File: src/rtl/serial_ripple_subtractor.sv
// serial_ripple_subtractor: bit-serial A - B - Bin, LSB first, one bit per clock; `define SUB_OVF_EN adds signed overflow output ovf
module serial_ripple_subtractor #(
  parameter int WIDTH = 4
) (
  input  logic             clk,
  input  logic             rst_n,
  input  logic             start,
  input  logic [WIDTH-1:0] A,
  input  logic [WIDTH-1:0] B,
  input  logic             Bin,
  output logic             busy,
  output logic             done,
  output logic [WIDTH-1:0] Diff,
`ifdef SUB_OVF_EN
  output logic             ovf,
`endif
  output logic             Bout
);
  localparam int IW = (WIDTH > 1) ? $clog2(WIDTH) : 1;
  typedef enum logic [1:0] {IDLE, RUN, DONE} state_t;
  state_t           state_q;
  logic [WIDTH-1:0] a_q, b_q, shadow_q, shadow_d, diff_q;
  logic [IW-1:0]    idx_q;
  logic             br_q, br_d, d_bit, busy_q, done_q, bout_q;
`ifdef SUB_OVF_EN
  logic             ovf_q;
  assign ovf = ovf_q;
`endif
  assign busy = busy_q;
  assign done = done_q;
  assign Diff = diff_q;
  assign Bout = bout_q;
  function automatic logic [1:0] full_sub(input logic a, input logic b, input logic br);
    return {(~a & b) | (~(a ^ b) & br), a ^ b ^ br};
  endfunction
  // one full-subtractor stage on the current bit, merged into the shadow result
  always_comb begin
    {br_d, d_bit} = full_sub(a_q[idx_q], b_q[idx_q], br_q);
    shadow_d = shadow_q;
    shadow_d[idx_q] = d_bit;
  end
  // control FSM with registered outputs; Diff/Bout only change on entering DONE
  always_ff @(posedge clk or negedge rst_n) begin
    if (!rst_n) begin
      state_q  <= IDLE;
      a_q      <= '0;
      b_q      <= '0;
      br_q     <= 1'b0;
      idx_q    <= '0;
      shadow_q <= '0;
      diff_q   <= '0;
      bout_q   <= 1'b0;
      busy_q   <= 1'b0;
      done_q   <= 1'b0;
`ifdef SUB_OVF_EN
      ovf_q    <= 1'b0;
`endif
    end else begin
      case (state_q)
        IDLE: if (start) begin
          a_q      <= A;
          b_q      <= B;
          br_q     <= Bin;
          idx_q    <= '0;
          shadow_q <= '0;
          busy_q   <= 1'b1;
          state_q  <= RUN;
        end
        RUN: begin
          shadow_q <= shadow_d;
          br_q     <= br_d;
          idx_q    <= idx_q + IW'(1);
          if (idx_q == IW'(WIDTH - 1)) begin
            diff_q  <= shadow_d;
            bout_q  <= br_d;
            done_q  <= 1'b1;
            state_q <= DONE;
`ifdef SUB_OVF_EN
            ovf_q   <= (a_q[WIDTH-1] != b_q[WIDTH-1]) && (shadow_d[WIDTH-1] != a_q[WIDTH-1]);
`endif
          end
        end
        default: begin
          done_q  <= 1'b0;
          busy_q  <= 1'b0;
          state_q <= IDLE;
        end
      endcase
    end
  end
endmodule

File: config.mk
export PLATFORM = sky130hd
export DESIGN_NAME = serial_ripple_subtractor
export DESIGN_NICKNAME = d
export VERILOG_FILES = /design/src/rtl/serial_ripple_subtractor.sv
export SDC_FILE = /design/constraint.sdc
export NUM_CORES = 1
export LEC_CHECK = 0
export ABC_CLOCK_PERIOD_IN_PS = 3490
export CORE_MARGIN = 10
export CORE_UTILIZATION = 25
export CTS_CLUSTER_SIZE = 40
export DETAILED_ROUTE_END_ITERATION = 8
export PLACE_DENSITY_LB_ADDON = 0.25
export SYNTH_ARGS = -nofsm -noshare
export SYNTH_HDL_FRONTEND = slang
export SYNTH_SLANG_ARGS = --single-unit
File: constraint.sdc
create_clock -name clk -period 3.49 [get_ports clk]
set_input_delay 0.698 -clock clk [delete_from_list [all_inputs] [get_ports clk]]
set_output_delay 0.698 -clock clk [all_outputs]
set_load 0.02 [all_outputs]
; ---- Yosys cells after proc, flatten, opt, wreduce, memory -nomap -nowiden
; Cells that the tools add are included.
[word_totals]
elab_cells = 55
inputBits = 12
regBits = 24
out_inout_bits = 7
[classes]
magnitude_cmp = 2
reduce_logical = 9
bitwise_logic = 9
mux = 20
eq_ne = 4
n_addsub = 1
[op_table]
columns = op, n
row1 = $reduce_and A2 Y1, 6
row2 = $pmux W2 S2, 2
row3 = $pmux W4 S2, 1
row4 = $mux W1, 6
row5 = $mux W2, 3
row6 = $pmux W1 S2, 3
row7 = $bmux W1 S2, 2
row8 = $bwmux W4, 1
row9 = $mux W4, 1
row10 = $ne A2 B2 Y1 const B, 2
row11 = $not A1 Y1, 4
row12 = $lt A2 B3 Y1 const B, 1
row13 = $add A2 B1 Y2 const B, 1
row14 = $and A1 B1 Y1, 2
row15 = $demux W1 S2, 1
row16 = $eq A2 B1 Y1 const B, 1
row17 = $eq A2 B2 Y1 const B, 1
row18 = $ge A2 B1 Y1 const B, 1
row19 = $logic_not A2 Y1, 1
row20 = $reduce_bool A2 Y1, 1
row21 = $xor A1 B1 Y1, 2
row22 = $logic_and A1 B1 Y1, 1
row23 = $or A1 B1 Y1, 1

; ---- Longest topological paths before layout
[logic_depth]
depth_word = 7
mapped_depth = 6

; ---- Least setup slack after synthesis
; Ideal clock, no wire load.
[synth_path]
path_type = reg-to-reg
from = register idx_q[0]
to = register shadow_q[0]
path_stages_with_launch = 6
arrival_ns = 1.968
period_less_slack_ns = 2.089
setup_time_ns = 0.121
path_slack_ns = 1.401
path_cell_list = dfrtp_1 > mux4_2 > fa_1 > nor2b_1 > a21o_1 > a22o_1
[synth_via]
elab_chain_len = 6
elab_cells_between_ends = 13
cone_classes = order compare (2) / mux (8) / bitwise (2) / reduce/logical (1)
[synth_lines]
columns = item, line_no
row1 = "start, declared", 23  ; logic [IW-1:0] idx_q;
row2 = "start signal, assigned", 72  ; idx_q <= idx_q + IW'(1);
row3 = $lt A2 B3 Y1 (not written as such) (tied with other cells), 40  ; shadow_d[idx_q] = d_bit;
row4 = $logic_and A1 B1 Y1 (not written as such) / $mux W1 (equally long branches), "40, 38"
row5 = $mux W1 (not written as such) / $xor A1 B1 Y1 (equally long branches), "40, 34"
row6 = $demux W1 S2 / $xor A1 B1 Y1 (equally long branches), "40, 34"
row7 = $bwmux W4 *, 40
row8 = $pmux W4 S2 *, 59  ; case (state_q)
row9 = "end signal, assigned", 70  ; shadow_q <= shadow_d;
row10 = "end, declared", 22  ; logic [WIDTH-1:0] a_q, b_q, shadow_q, shadow_d, diff_q;
; Mark *: on every way between the ends. The rest lies on a longest branch, timed or not. The select of a mux whose other input is x is not followed.
; A chain may end at the register's enable or synchronous reset.

; ---- Worst setup path after layout
[layout_path]
from = register idx_q[0]
to = register shadow_q[1]
; The elaborated chain is that of the path after synthesis.

==> metrics <==
status=complete, no violations; Worst Reg-to-Reg Cells=5; Clock H-tree levels=1; Synth Area in Compound Gates=13.18%; Final Hold Fails=0; number of port buffers=18; Sink Count=23; top-level port count=19; r2r startpoint=idx_q[0]; reg2reg end=shadow_q[1]; vias post-DR=683; max_slew headroom=31.63%; ANT cells=0; clk buf depth=2; Final min period=2.259 ns; NumNets Final=121; WHS Path Cells=2; Hold Path End=Diff[2]; Seq cells post-synth=23; syn_area_per_cell=13.78 um2; worst skew pair latency=0.27 ns; die area=7608 um2; Synth Area in XOR/XNOR=0%; max-cap violations=0; FP Rows=24; drt wl/cell=13.84 um; DRC viols=0; # Post-CTS Setup Buffers=0; Layout area overhead=24.81%; required time worst endpoint=3.70 ns; total CTS buffers=3; Worst Path Arrival=2.47 ns; Post-CTS Resized=0; placed instance count=151; GP Congestion=0.7835; Initial Utilization=25.95%; Overflow after GRT=0; GRT Util Overall=5.957%; Root Driver=clkbuf_8; Syn Inst Count=82; commonest non-fill, non-tap cell in the layout=dfrtp_1; largest net degree at the start of global routing=24; HP Start=Diff[2]; simple-gate share of the synthesized area=10.85%; VDD IR max=0.2474 mV; Setup Viol. Count Final=0; CTS tree=yes; vias in the first global route=721; Tightest Hold Check Type=register to register; Post-Syn Area=1130 um2; critical path peak fanout=5; Lkg Pwr=0.6563 nW; layout cells sized above 1=21.36%; count of final max-slew check failures=0; Pwr Density=966.2 nW/um2; mux contribution to synthesized area=15.61%; Max Freq=442.6 MHz; sequential fraction of the synthesis area=50.94%; antenna violations before repair=0; most frequent cells in the layout=dfrtp_1 (23), clkdlybuf4s50_1 (18), mux2_4 (8), inv_1 (5); Worst-path clk slew=0.09 ns; final wirelength=2145 um; first-pass GRT wire length=3594 um; core footprint=4354 um2; skew final=0.005882 ns; Post-DRT Antenna Nets=0; final std cells w/o fill=155; Setup CP Type=register to register; setup TNS=0 ns; synth unique cells=26; routed vias/inst=4.406; largest family of logic cells by synthesized area=multiplexers; Mapped Nets=99; die width=87.23 um; unrepaired setup endpoints after global routing=false; Final period util=64.74%; Detail Placement HPWL=1657 um; first drt pass iteration count=4; R2R Setup Slk=1.23 ns; synth warn=0; initial detailed-routing violation count=36; Post-Synth Adder-Cell Area=6.202%; Hold Slack=0.4814 ns; hold_buf cts=0; Least-Margin Pin Slew=1.022 ns; CP endpoint kind=register; crit path launch type=register; Die Height=87.23 um
==> worst max-delay path, stage by stage (launching register included) <==
cell and delay, ns:
dfrtp_1 0.48, mux4_2 0.56, fa_1 0.58, nor2b_1 0.30, a21o_1 0.17, a22o_1 0.12
==> cells by family (layout without fill, tap and decap cells) <==
logic type / count (synthesis) / count (layout)
multiplexers: 11 / 11
adder cells (fa/ha/maj): 5 / 5
AO/OA/AOI/OAI: 21 / 21
AND/OR/NAND/NOR: 15 / 15
flip-flops: 23 / 23
buffers and inverters: 7 / 28
==> synth_stat cells <==
| master | count | area share (%) |
|---|---|---|
| a22o_1 | 4 | 3.1 |
| o21ai_0 | 4 | 1.8 |
| a21oi_1 | 4 | 1.8 |
| fa_1 | 1 | 1.8 |
| a32o_1 | 1 | 0.89 |
| mux2_4 | 8 | 11 |
| nor2_8 | 1 | 1.8 |
| a21o_2 | 1 | 0.78 |
| or3_1 | 1 | 0.55 |
| o21ai_2 | 1 | 0.78 |
| inv_1 | 5 | 1.7 |
| nand2b_4 | 1 | 1.2 |
| mux2_2 | 1 | 1.0 |
| nand3b_4 | 1 | 1.8 |
| buf_6 | 1 | 1.0 |
| mux4_2 | 2 | 4.0 |
| nand2b_1 | 2 | 1.1 |
| o31ai_1 | 1 | 0.66 |
| inv_4 | 1 | 0.55 |
| nor2b_1 | 4 | 2.2 |
| a221oi_1 | 1 | 0.78 |
| ha_1 | 4 | 4.4 |
| and2b_4 | 1 | 0.89 |
| nand2_1 | 4 | 1.3 |
| a21o_1 | 4 | 2.7 |
| dfrtp_1 | 23 | 51 |
==> how the worst max path moves through the flow <==
stage / start / end / slack, ns / cells past startpoint
after floorplan: idx_q[0] / shadow_q[0] / 1.40 / 5
after global placement: idx_q[0] / shadow_q[0] / 1.34 / 5
after detailed placement: idx_q[0] / shadow_q[1] / 1.25 / 5
after CTS: idx_q[0] / shadow_q[1] / 1.23 / 5
after global routing: idx_q[0] / shadow_q[1] / 1.05 / 5
final: idx_q[0] / shadow_q[1] / 1.23 / 5
==> area by class of cell <==
cell class | count | area [um2]
clock buffer | 3 | 41.29
clock inverter | 1 | 5.005
fill | 424 | 2944
inverter | 6 | 25.02
multi-input combinational | 52 | 518.0
sequential | 23 | 575.6
tap | 52 | 65.06
timing repair buffer | 18 | 180.2
==> per-layer routing <==
layer	track usage, %	vias to the layer above	share of wire, %
met5	0	-	0
met4	2.174	0	1.3
met3	2.715	4	9.3
met2	8.594	17	43
li1	-	332	-
met1	7.587	330	46
==> power by group <==
part	internal, mW	switching (mW)
logic	0.386	0.305
clock network	0.0798	0.0906
registers	0.389	0.112
==> sequential cells by signal (all words and copies together), names as in the netlist <==
register  count
done          1
b_q           4
Diff          4
Bout          1
a_q           4
br_q          1
state_q       2
busy          1
idx_q         2
shadow_q      3
==> through the flow <==
step | setup WS, ns | instance area (um2) | util, % | power (mW)
6_report | 1.231 | 1410 | 32.39 | 1.362
5_1_grt | 1.052 | 1410 | 32.39 | 1.478
2_1_floorplan | 1.401 | 1130 | - | 1.012
4_1_cts | 1.226 | 1410 | 32.39 | 1.381
3_5_place_dp | 1.251 | 1364 | 31.32 | 1.208
3_3_place_gp | 1.342 | 1364 | 31.32 | 1.187
(Power assumes the default switching activity.)
